File: config.mk
export PLATFORM = sky130hd
export DESIGN_NAME = mem_access
export DESIGN_NICKNAME = d
export VERILOG_FILES = /design/src/rtl/mem_access.sv
export SDC_FILE = /design/constraint.sdc
export NUM_CORES = 1
export LEC_CHECK = 0
export CAP_MARGIN = 20
export CORE_MARGIN = 10
export CORE_UTILIZATION = 25
export DETAILED_ROUTE_END_ITERATION = 6
export HOLD_SLACK_MARGIN = 0.03
export PLACE_DENSITY = 0.53
export SETUP_SLACK_MARGIN = 0.4
export SLEW_MARGIN = 20
export SYNTH_ARGS = -nofsm -noshare
export SYNTH_HDL_FRONTEND = slang
export SYNTH_SLANG_ARGS = --single-unit
File: constraint.sdc
create_clock -name CLK -period 2.6 [get_ports CLK]
set_clock_uncertainty 0.1 [all_clocks]
set_input_delay 0.52 -clock CLK [delete_from_list [all_inputs] [get_ports CLK]]
set_output_delay 0.52 -clock CLK [all_outputs]
set_load 0.005 [all_outputs]
File: src/rtl/mem_access.sv
// Load/store initiator for a 1-cycle-latency word memory: aligned access responds 3 cycles after accept; READY only in IDLE.
// Misaligned access splits into two word cycles when MEM_ACCESS_UNALIGNED_SPLIT_EN is defined, otherwise it is rejected with RSP_ERR_ALIGN.
module mem_access #(
    parameter int ADDR_W = 30
) (
    input  logic              CLK,
    input  logic              RESET_N,
    input  logic              REQ,
    input  logic              REQ_WE,
    input  logic [1:0]        REQ_SIZE,
    input  logic              REQ_SIGNED,
    input  logic [31:0]       REQ_ADDR,
    input  logic [31:0]       REQ_WD,
    input  logic              KILL,
    output logic              READY,
    output logic              RSP_VALID,
    output logic [31:0]       RSP_DATA,
    output logic              RSP_ERR_DBE,
    output logic              RSP_ERR_ALIGN,
    output logic [ADDR_W-1:0] D_ADDR,
    output logic              D_RE,
    output logic              D_WE,
    output logic [3:0]        D_BE,
    output logic [31:0]       D_WD,
    input  logic [31:0]       D_RD,
    input  logic              D_DBE
);

    localparam logic [1:0] S_IDLE = 2'd0;
    localparam logic [1:0] S_ACC  = 2'd1;
    localparam logic [1:0] S_ACC2 = 2'd2;
    localparam logic [1:0] S_RESP = 2'd3;

    logic [1:0]        r_state;
    logic              r_we;
    logic [1:0]        r_size;
    logic              r_signed;
    logic [1:0]        r_off;
    logic              r_split;
    logic [3:0]        r_be2;
    logic [31:0]       r_wd2;
    logic [31:0]       r_rd1;
    logic              r_dbe;
    logic [ADDR_W-1:0] r_d_addr;
    logic              r_d_re;
    logic              r_d_we;
    logic [3:0]        r_d_be;
    logic [31:0]       r_d_wd;
    logic              r_rsp_vld;
    logic [31:0]       r_rsp_data;
    logic              r_rsp_dbe;
    logic              r_rsp_align;

    logic [1:0]        w_off;
    logic [3:0]        w_base_be;
    logic              w_misalign;
    logic [31:0]       w_wd_sz;
    logic [7:0]        w_be8;
    logic [63:0]       w_wd64;
    logic              w_split;
    logic              w_align_err;
    logic [63:0]       w_merge;
    logic [31:0]       w_ext;
    logic [31:0]       w_load;
    logic              w_rsp_dbe;

    assign w_off = REQ_ADDR[1:0];

    always_comb begin
        w_base_be  = 4'b1111;
        w_misalign = (w_off != 2'b00);
        w_wd_sz    = REQ_WD;
        case (REQ_SIZE)
            2'b00: begin
                w_base_be  = 4'b0001;
                w_misalign = 1'b0;
                w_wd_sz    = {24'h0, REQ_WD[7:0]};
            end
            2'b01: begin
                w_base_be  = 4'b0011;
                w_misalign = w_off[0];
                w_wd_sz    = {16'h0, REQ_WD[15:0]};
            end
            default: ;
        endcase
    end

    // Lanes 7:4 / bits 63:32 spill into the following word for split accesses
    assign w_be8  = {4'h0, w_base_be} << w_off;
    assign w_wd64 = {32'h0, w_wd_sz} << {w_off, 3'b000};

`ifdef MEM_ACCESS_UNALIGNED_SPLIT_EN
    assign w_split     = w_misalign;
    assign w_align_err = 1'b0;
`else
    assign w_split     = 1'b0;
    assign w_align_err = w_misalign;
`endif

    assign w_merge   = r_split ? {D_RD, r_rd1} : {32'h0, D_RD};
    assign w_ext     = w_merge[{r_off, 3'b000} +: 32];
    assign w_rsp_dbe = r_dbe | D_DBE;

    always_comb begin
        case (r_size)
            2'b00:   w_load = {{24{r_signed & w_ext[7]}}, w_ext[7:0]};
            2'b01:   w_load = {{16{r_signed & w_ext[15]}}, w_ext[15:0]};
            default: w_load = w_ext;
        endcase
    end

    always_ff @(posedge CLK or negedge RESET_N) begin
        if (!RESET_N) begin
            r_state     <= S_IDLE;
            r_we        <= 1'b0;
            r_size      <= 2'b00;
            r_signed    <= 1'b0;
            r_off       <= 2'b00;
            r_split     <= 1'b0;
            r_be2       <= 4'h0;
            r_wd2       <= 32'h0;
            r_rd1       <= 32'h0;
            r_dbe       <= 1'b0;
            r_d_addr    <= '0;
            r_d_re      <= 1'b0;
            r_d_we      <= 1'b0;
            r_d_be      <= 4'h0;
            r_d_wd      <= 32'h0;
            r_rsp_vld   <= 1'b0;
            r_rsp_data  <= 32'h0;
            r_rsp_dbe   <= 1'b0;
            r_rsp_align <= 1'b0;
        end else begin
            r_rsp_vld <= 1'b0;
            case (r_state)
                S_IDLE: begin
                    if (REQ) begin
                        r_we     <= REQ_WE;
                        r_size   <= REQ_SIZE;
                        r_signed <= REQ_SIGNED;
                        r_off    <= w_off;
                        r_split  <= w_split;
                        r_dbe    <= 1'b0;
                        if (w_align_err) begin
                            r_rsp_vld   <= 1'b1;
                            r_rsp_data  <= 32'h0;
                            r_rsp_dbe   <= 1'b0;
                            r_rsp_align <= 1'b1;
                        end else begin
                            r_state  <= S_ACC;
                            r_d_addr <= REQ_ADDR[ADDR_W+1:2];
                            r_d_re   <= ~REQ_WE;
                            r_d_we   <= REQ_WE;
                            r_d_be   <= w_be8[3:0];
                            r_d_wd   <= w_wd64[31:0];
                            r_be2    <= w_be8[7:4];
                            r_wd2    <= w_wd64[63:32];
                        end
                    end
                end
                S_ACC: begin
                    if (!KILL && r_split) begin
                        r_state  <= S_ACC2;
                        r_d_addr <= r_d_addr + ADDR_W'(1);
                        r_d_be   <= r_be2;
                        r_d_wd   <= r_wd2;
                    end else begin
                        r_state <= KILL ? S_IDLE : S_RESP;
                        r_d_re  <= 1'b0;
                        r_d_we  <= 1'b0;
                        r_d_be  <= 4'h0;
                    end
                end
                S_ACC2: begin
                    r_rd1   <= D_RD;
                    r_dbe   <= D_DBE;
                    r_state <= KILL ? S_IDLE : S_RESP;
                    r_d_re  <= 1'b0;
                    r_d_we  <= 1'b0;
                    r_d_be  <= 4'h0;
                end
                default: begin
                    r_state     <= S_IDLE;
                    r_rsp_vld   <= 1'b1;
                    r_rsp_dbe   <= w_rsp_dbe;
                    r_rsp_align <= 1'b0;
                    r_rsp_data  <= (r_we || w_rsp_dbe) ? 32'h0 : w_load;
                end
            endcase
        end
    end

    // A part-1 bus error arrives during ACC2 and must block the part-2 write
    assign D_WE          = r_d_we & ~KILL & ~((r_state == S_ACC2) & D_DBE);
    assign D_RE          = r_d_re;
    assign D_BE          = r_d_be;
    assign D_ADDR        = r_d_addr;
    assign D_WD          = r_d_wd;
    assign READY         = (r_state == S_IDLE);
    assign RSP_VALID     = r_rsp_vld;
    assign RSP_DATA      = r_rsp_data;
    assign RSP_ERR_DBE   = r_rsp_dbe;
    assign RSP_ERR_ALIGN = r_rsp_align;

endmodule
Word-level counts from Yosys, hierarchy flattened

Index checks and enable logic that the tools add are counted.
Widths: inputs -> output; s select.

Bits in registers: 112
Input bits: 105
Output and inout port bits: 104
Logic and storage cells: 89

Eq/ne operators: 7
Shift operators: 3
Muxes and demuxes: 38
Bitwise operators: 11
Reductions and logical operators: 15

Operator list:

| operator           | number |
|---|---|
| $mux 32            | 6 |
| $pmux 32 s2        | 3 |
| $mux 30            | 3 |
| $shiftx 64x6->32   | 1 |
| $shl 32x5->32      | 1 |
| $pmux 4 s2         | 2 |
| $pmux 1 s2         | 7 |
| $mux 1             | 11 |
| $mux 4             | 2 |
| $eq 2x1->1 const B | 3 |
| $logic_not 2->1    | 3 |
| $mux 2             | 3 |
| $reduce_and 2->1   | 3 |
| $reduce_and 3->1   | 2 |
| $reduce_bool 2->1  | 3 |
| $and 1x1->1        | 5 |
| $not 1->1          | 5 |
| $ne 2x2->1 const B | 2 |
| $pmux 2 s2         | 1 |
| $reduce_and 4->1   | 1 |
| $shl 4x2->4        | 1 |
| $reduce_bool 3->1  | 1 |
| $eq 2x2->1 const B | 1 |
| $ne 2x1->1 const B | 1 |
| other kinds (3)    | 3 |

Longest topological paths before layout

Gate-level depths: netlist of run 1.

Word-level depth: 6
Gate-level depth with buffers: 9

Worst setup path before layout of run 1

OpenSTA, ideal clock, no wires.

Path kind: register -> register
Start: register r_state[0]
End: register r_d_addr[20] (netlist: D_ADDR[20])
Setup time: 0.125 ns
Data arrival time: 1.883 ns
Setup slack: 0.492 ns
Stages on the path, launching flop included: 9
Clock period less this slack: 2.108 ns
Cells stage by stage: dfrtp_1 -> inv_1 -> ha_1 -> buf_2 -> o21ai_0 -> o211ai_1 -> buf_2 -> buf_6 -> mux2_2

Longest elaborated chain between the ends: 3

RTL lines:

| item                                                                    | RTL line | text |
|---|---|---|
| start: declaration                                                      | 34       | `logic [1:0] r_state;` |
| start signal: assignment                                                | 168      | `r_state <= KILL ? S_IDLE : S_RESP;` |
| start signal: assignment                                                | 177      | `r_state <= KILL ? S_IDLE : S_RESP;` |
| $logic_not 2->1 *                                                       | -        |  |
| via READY                                                               | 15       | `output logic READY,` |
| $ne 2x2->1 (no source line) / $reduce_bool 2->1 (equally long branches) | -        |  |
| $reduce_and 4->1 (no source line) *                                     | -        |  |
| end signal: assignment                                                  | 151      | `r_d_addr <= REQ_ADDR[ADDR_W+1:2];` |
| end signal: assignment                                                  | 164      | `r_d_addr <= r_d_addr + ADDR_W'(1);` |
| end: declaration                                                        | 44       | `logic [ADDR_W-1:0] r_d_addr;` |

The timed path passes the listed nets; every way through them passes the cells marked *.
A chain may end at the register's enable or synchronous reset.

Worst setup path in the final report of run 1

Start: input port REQ_SIZE[1]
End: register r_d_addr[1] (netlist: D_ADDR[1])

Longest elaborated chain between the ends: 4

RTL lines:

| item                                                 | RTL line | text |
|---|---|---|
| start: declaration                                   | 10       | `input logic [1:0] REQ_SIZE,` |
| $eq 2x1->1 / $logic_not 2->1 (equally long branches) | 73       | `case (REQ_SIZE)` |
| $pmux 1 s2 *                                         | 73       |  |
| $ne 2x2->1 (no source line) *                        | -        |  |
| $reduce_and 4->1 (no source line) *                  | -        |  |

Mark *: on every way between the ends. The rest lies on a longest branch, timed or not.

==> summary.md, run 1 <==
| Metric | Value |
|---|---|
| Hold Startpoint | D_WD[4]$_DFFE_PN0P_ |
| DR WL met3 | 1030 um |
| Number of global-route vias before repair | 5,042 |
| Final Max Tran Viols | 0 |
| CTS HTree Levels | 3 |
| Initial core utilization | 25.5% |
| GRT Util Overall | 13.5% |
| Async set-or-reset flop fraction in the synthesized netlist | 100% |
| Final WS setup | 0.412 ns |
| Routed vias/inst | 4.76 |
| Overall die width | 167 um |
| Commonest non-fill, non-tap cell in the layout | clkdlybuf4s50_1 |
| Row count | 53 |
| Post-synthesis cell count | 506 |
| Fmax | 457 MHz |
| Routed Antenna Nets | 0 |
| Largest net degree at the start of global routing | 64 |
| Clock Path Buffers | 2 |
| WL/cell | 19.8 um |
| 1st-pass router iterations | 5 |
| Top_reg_cell synth | dfrtp_1 |
| Setup_tns | 0 ns |
| Worst IR Drop VDD | 0.434 mV |
| First-pass GRT wire length | 30,300 um |
| Crit end category | register |
| Share of cells above drive strength 1 | 16.9% |
| Total wire length | 20,000 um |
| Syn. warnings | 0 |
| PortBufs | 208 |
| CTS tree | done |
| Syn Area/Cell | 10.7 sq um |
| Synthesized area | 5400 sq um |
| Worst Path Buf+Inv | 2 |
| Synthesized Nets | 615 |
| Die height | 167 um |
| Clock sink count | 112 |
| Via count of the routed design | 4,794 |
| Worst Setup Path Type | in2reg |
| Hold depth | 2 |
| Worst-skew pair later-pin latency | 0.35 ns |
| Remaining DRCs | 0 |
| Top post-synthesis cells by area | dfrtp_1 (52%), mux2_2 (11%), o21ai_0 (5.8%), nand2_1 (5.7%), mux2i_1 (3.2%) |
| Initial antenna violation count | 0 |
| CP cell instances | clkdlybuf4s50_1, o21ai_0, o211ai_1, clkbuf_16, mux2_2 |
| Minimum clock period | 2.19 ns |
| Critical path required time | 2.73 ns |
| CP arrival | 2.32 ns |
| Internal power | 0.00626 W |
| Crit-path leading delay family | buffers and inverters |
| Die area | 27,900 sq um |
| Origin of the critical flop-to-flop path | r_state[1]$_DFFE_PN0P_ |
| Met1 wire length | 9210 um |
| Yosys top cell by area | dfrtp_1 |
| GRT Residual Overflow | 0 |
| RSZ-0062 raised after global routing | yes |
| Worst-margin pin slew | 0.484 ns |
| Routability cong. | 0.813 |
| DR iter-0 viols | 229 |
| Core Box Area | 21,200 sq um |
| Post-synth EDFFs | 0 |
| Dpl hpwl | 15,000 um |
| Leak | 3.49 nW |
| Rel. slew slack | 67.6% |
| CTS Buf Count | 9 |
| Outcome | finished clean |
| Total Nets Final | 837 |
| Placement Setup Slack | 0.0565 ns |
| Final Setup Violations | 0 |
| Met2 Wirelength | 9530 um |
| Placed cell area | 7890 sq um |
| Critical Path Source Type | primary input |
| Uppermost layer routed | met4 |
| Area delta synth->final | 55.8% |
| Critical R2R Capture | RSP_DATA[23]$_DFFE_PN0P_ |
| Sequential share of power | 31.8% |
| Area share of the largest cell type after synthesis | 51.9% |
| Commonest non-fill, non-tap cells in the layout | clkdlybuf4s50_1 (204), dfrtp_1 (112), nand2_1 (82) |
| Sequential area share after synthesis | 51.9% |
| Hold crit path type | reg2reg |
| Crit-path max FO | 32 |
| Slowest cell on crit path | clkdlybuf4s50_1 |
| Psw | 0.00328 W |
| Distinct cell type count after synthesis | 46 |
| Reg2reg path depth | 10 |
| Ant. Diodes | 0 |
| Final hold vios | 0 |
| Switching share of power | 34.4% |
| Logic pwr share | 51.0% |
| Top Ports | 209 |
| Worst-case hold path end point | D_WD[4]$_DFFE_PN0P_ |
| Final Cycle Share | 84.2% |
| Worst-path clk slew | 0.07 ns |
| #FFs+latches synth | 112 |
| Crit path largest cell delay | 0.60 ns |
| Final instance area | 8410 sq um |
| Power per Cell Area | 1140 nW/um^2 |
| Worst reg-to-reg setup slack | 0.45 ns |
| Max-cap violations | 0 |
| Root buf cell | clkbuf_16 |
| Clock power share | 17.2% |
power by group through the flow:
stage	clock network (W)	logic [W]	registers, W
global route	0.00176	0.00527	0.00314
CTS	0.00169	0.00459	0.00305
global placement	0	0.00442	0.00307
finish	0.00164	0.00487	0.00304
detailed placement	0	0.00453	0.00307
floorplan	0	0.00205	0.00303
state kept, by name, summed over array words and instances, names as in the netlist, 2 cells and up:
signal / cells
D_ADDR: 30
D_BE: 4
D_WD: 32
RSP_DATA: 32
r_off: 2
r_size: 2
r_state: 2
cells in the mapped netlist, types with 3 or more instances:
master	count
nor2b_1	6
buf_2	11
o211ai_1	11
nor2_1	18
a21oi_1	15
o31ai_1	3
a21o_1	4
mux2i_1	17
o21ai_0	63
a22oi_1	11
nand2b_1	9
buf_4	3
a221oi_1	7
nand2_1	82
buf_6	3
a2bb2oi_1	4
ha_1	4
a221o_1	8
dfrtp_1	112
a211oi_1	5
clkbuf_1	18
mux2_2	54
inv_1	6
cell type report:
| class | instances | area [sq um] |
|---|---|---|
| clock buffer | 9 | 225 |
| clock inverter | 7 | 124 |
| fill | 2027 | 12700 |
| inverter | 6 | 22.5 |
| multi-input combinational | 352 | 2420 |
| sequential | 112 | 2800 |
| tap | 275 | 344 |
| timing repair buffer | 247 | 2460 |
tightest hold or removal path, cell delays in order (launching register included):
cell	delay, ns
dfrtp_1	0.35
nand2_1	0.05
o21ai_0	0.06
through the flow:
step	utilization [%]	hold WS [ns]	cells	power, W
CTS	39.1	0.390	1002	0.00933
finish	39.7	0.387	1008	0.00955
detailed placement	37.3	0.373	982	0.00761
global placement	37.3	0.366	982	0.00749
floorplan	-	0.124	506	0.00508
global route	39.7	0.411	1008	0.0102
layer usage:
layer  vias up  GRT usage, %
met2       158          21.8
met4         0          4.09
met3        12          2.85
li1       2270             -
met5         -             0
met1      2354          17.6
what timing repair did:
| action | CTS | global route |
|---|---|---|
| hold buffers | 1 | 0 |
| pin swaps | 0 | 4 |
| hold endpoints to repair | 25 | 0 |
| gates resized for setup | 6 | 11 |
| endpoints found under the setup margin | 2 | 52 |
| cloned | 0 | 3 |
| buffers inserted | 3 | 3 |
kinds of logic after synthesis:
kind of cell / Yosys count / synth area share [%]
AOI/OAI and AO/OA: 149 / 18.4
and+or+nand+nor: 126 / 9.97
DFF: 112 / 51.9
muxes: 72 / 14.8
buffers and inverters: 42 / 3.80
adders and majority gates: 4 / 0.927
xor gates and xnor gates: 1 / 0.162
how the worst max path moves through the flow:
stage                                 startpoint                     end  cells past startpoint
after global placement               REQ_SIZE[1]   D_ADDR[9]$_DFFE_PN0P_                      5
after detailed placement             REQ_SIZE[1]  D_ADDR[13]$_DFFE_PN0P_                      5
after CTS                 r_state[1]$_DFFE_PN0P_                    D_WE                      4
after global routing                 REQ_SIZE[1]    D_WD[18]$_DFFE_PN0P_                      7
after floorplan           r_state[0]$_DFFE_PN0P_  D_ADDR[20]$_DFFE_PN0P_                      8
final                                REQ_SIZE[1]   D_ADDR[1]$_DFFE_PN0P_                      5
No activity file was read; power rests on OpenSTA's default activity.
==> run 2: changes to the inputs <==
Settings changed: PLACE_DENSITY 0.53 to 0.55.
Clock period 2.6 ns to 2 ns, I/O delays scaled along.
==> run 2 against run 1 <==
Design area is 12% higher. Power is 49% higher. The run now ends with negative setup slack left. Non-clock buffer count is 66 higher. First-iteration DRC count is 7.4% higher. Register-to-register slack worse by 0.49 ns. Hold slack worse by 0.017 ns. Routed wire length is 6.0% higher. Largest power group unchanged.
==> summary.md, run 2 (synthesized netlist as in run 1, its figures left out) <==
| Metric | Value |
|---|---|
| Outcome | finished with violations |
| Violated checks | negative setup slack |
| Minimum clock period | 2.04 ns |
| PortBufs | 208 (unchanged) |
| Post-placement cell count | 1,008 (+2.6%) |
| Critical path required time | 2.14 ns (-0.59 ns) |
| Ant. Diodes | 0 (unchanged) |
| First-pass GRT wire length | 31,800 um (+4.9%) |
| Rel. slew slack | 60.5% (-7.2 points) |
| Leak | 4.44 nW (+27%) |
| CTS HTree Levels | 3 (unchanged) |
| Routability cong. | 0.884 (+8.7%) |
| Total power | 0.0142 W (+49%) |
| Final Setup Violations | 39 (+39) |
| Crit path largest cell delay | 0.42 ns (-0.18 ns) |
| Row count | 53 (unchanged) |
| Power per Cell Area | 1510 nW/um^2 (+33%) |
| Total Nets Final | 903 (+7.9%) |
| 1st-pass router iterations | 5 (unchanged) |
| Clock Path Buffers | 2 (unchanged) |
| Worst Setup Path Type | reg2reg |
| Max-cap violations | 0 (unchanged) |
| Final Max Tran Viols | 0 (unchanged) |
| Final hold vios | 0 (unchanged) |
| RSZ-0062 raised after global routing | yes |
| Finished Layout Cells | 1,074 (+6.5%) |
| Remaining DRCs | 0 (unchanged) |
| Total wire length | 21,200 um (+6.0%) |
| Final Cycle Share | 102% |
| CTS tree | done |
| Top Ports | 209 (unchanged) |
| Largest net degree at the start of global routing | 44 (-31%) |
| Critical Path Source Type | register |
| Sequential share of power | 28.3% (-3.5 points) |
| Core Box Area | 21,200 sq um (unchanged) |
| Die area | 27,900 sq um (unchanged) |
| Overall die width | 167 um (unchanged) |
| Internal power | 0.00903 W (+44%) |
| Worst-margin pin slew | 0.591 ns (+0.107 ns) |
| CP cell instances | inv_2, ha_4, buf_6, nor2b_4, a311o_2, buf_12, a221o_1 |
| Worst-path clk slew | 0.08 ns (about the same) |
| Initial antenna violation count | 0 (unchanged) |
| Reg2reg path depth | 7 (-3) |
| Die height | 167 um (unchanged) |
| Commonest non-fill, non-tap cells in the layout | dfrtp_1 (112), clkdlybuf4s50_1 (100), dlygate4sd2_1 (97) |
| Routed vias/inst | 4.76 (+0.14%) |
| WL/cell | 19.7 um (-0.49%) |
| Commonest non-fill, non-tap cell in the layout | dfrtp_1 |
| Slowest cell on crit path | a311o_2 |
| Crit end category | register |
| Number of global-route vias before repair | 5,471 (+8.5%) |
| Share of cells above drive strength 1 | 31.8% (+15 points) |
| Fmax | 490 MHz |
| GRT Util Overall | 14.3% (+0.80 points) |
| Dpl hpwl | 15,200 um (+1.5%) |
| Psw | 0.00517 W (+58%) |
| Routed Antenna Nets | 0 (unchanged) |
| Filler cells | 1,970 (-2.8%) |
| Logic pwr share | 58.8% (+7.8 points) |
| DR iter-0 viols | 246 (+7.4%) |
| Root buf cell | clkbuf_16 |
| CTS Buf Count | 9 (unchanged) |
| Worst-skew pair later-pin latency | 0.35 ns (about the same) |
| Switching share of power | 36.4% (+2.0 points) |
| Area delta synth->final | 74.9% |
| Setup_tns | -0.644 ns (-0.644 ns) |
| Clock power share | 13.0% (-4.2 points) |
| Hold crit path type | in2async |
| Final WS setup | -0.0388 ns (-0.450 ns) |
| Worst IR Drop VDD | 0.507 mV (+17%) |
| Via count of the routed design | 5,115 (+6.7%) |
| GRT Residual Overflow | 0 (unchanged) |
| CP arrival | 2.18 ns (-0.14 ns) |
| Placement Setup Slack | -0.361 ns (-0.417 ns) |
| Crit-path max FO | 6 (-81%) |
| Initial core utilization | 25.5% (unchanged) |
| Clock sink count | 112 (unchanged) |
-- run 2: changes by cell type in the layout (fill, tap and decap cells not counted), sizes merged --
| cell | previous run | this run |
|---|---|---|
| bufinv | 3 | 1 |
| clkdlybuf4s15 | 0 | 7 |
| clkdlybuf4s50 | 204 | 100 |
| dlygate4sd2 | 1 | 97 |
| buf | 37 | 103 |
| clkinv | 0 | 3 |
| clkbuf | 13 | 14 |
| inv | 9 | 8 |
-- run 2: area by class of cell --
type                            instances  area [sq um]  share of cell area, %
Timing Repair Buffer                  313          3140                   33.3
Multi-Input combinational cell        352          2830                   30.0
Sequential cell                       112          2800                   29.7
Tap cell                              275           344                   3.65
Clock buffer                            9           225                   2.39
Clock inverter                          7          70.1                  0.743
Inverter                                6          22.5                  0.239
-- run 2: per-stage QoR --
stage / util, % / hold WS (ns) / area [sq um]
after floorplan: - / 0.00441 / 5560
after global placement: 38.9 / 0.206 / 8240
after detailed placement: 38.9 / 0.217 / 8240
after CTS: 42.6 / 0.339 / 9020
after global routing: 44.6 / 0.357 / 9440
final: 44.6 / 0.370 / 9440
-- run 2: final timing paths --
kind | endpoint | startpoint | slack, ns
hold reg to reg | D_WD[3]$_DFFE_PN0P_ | D_WD[3]$_DFFE_PN0P_ | 0.38
setup reg to reg | RSP_DATA[25]$_DFFE_PN0P_ | r_state[0]$_DFFE_PN0P_ | -0.04
min in group CLK | r_off[0]$_DFFE_PN0P_ | REQ_ADDR[0] | 0.37
setup / recovery | RSP_DATA[25]$_DFFE_PN0P_ | r_state[0]$_DFFE_PN0P_ | -0.04
max in group asynchronous | D_ADDR[20]$_DFFE_PN0P_ | RESET_N | 0.87
hold / removal | D_ADDR[15]$_DFFE_PN0P_ | RESET_N | 0.37
-- run 2: critical path: cells and delay by family, from the launching register on --
family | cells | cell delay [ns]
buffers and inverters | 3 | 0.38
DFF | 1 | 0.38
and+or+nand+nor | 1 | 0.12
AOI/OAI and AO/OA | 2 | 0.77
adders and majority gates | 1 | 0.17
-- run 2: metal layers --
metal | track usage, % | part of all wire [%] | vias to the layer above
li1 | - | - | 2414
met1 | 17.3 | 43 | 2522
met2 | 23.9 | 50 | 162
met3 | 3.95 | 6.6 | 17
met4 | 4.51 | 1.3 | 0
met5 | 0 | 0 | -
-- run 2: what timing repair did --
item,CTS,global route
buffers inserted,29,8
pin swaps,27,35
resized for setup,183,76
hold buffers,1,0
endpoints found under the hold margin,18,0
setup endpoints to repair,209,114
gates cloned,7,5
-- run 2: power groups by stage --
| stage | sequential, W | clock, W | combinational [W] |
|---|---|---|---|
| after floorplan | 0.00395 | 0 | 0.00310 |
| after global placement | 0.00400 | 0 | 0.00633 |
| after detailed placement | 0.00403 | 0 | 0.00644 |
| after CTS | 0.00397 | 0.00191 | 0.00737 |
| after global routing | 0.00416 | 0.00199 | 0.00898 |
| final | 0.00401 | 0.00184 | 0.00835 |
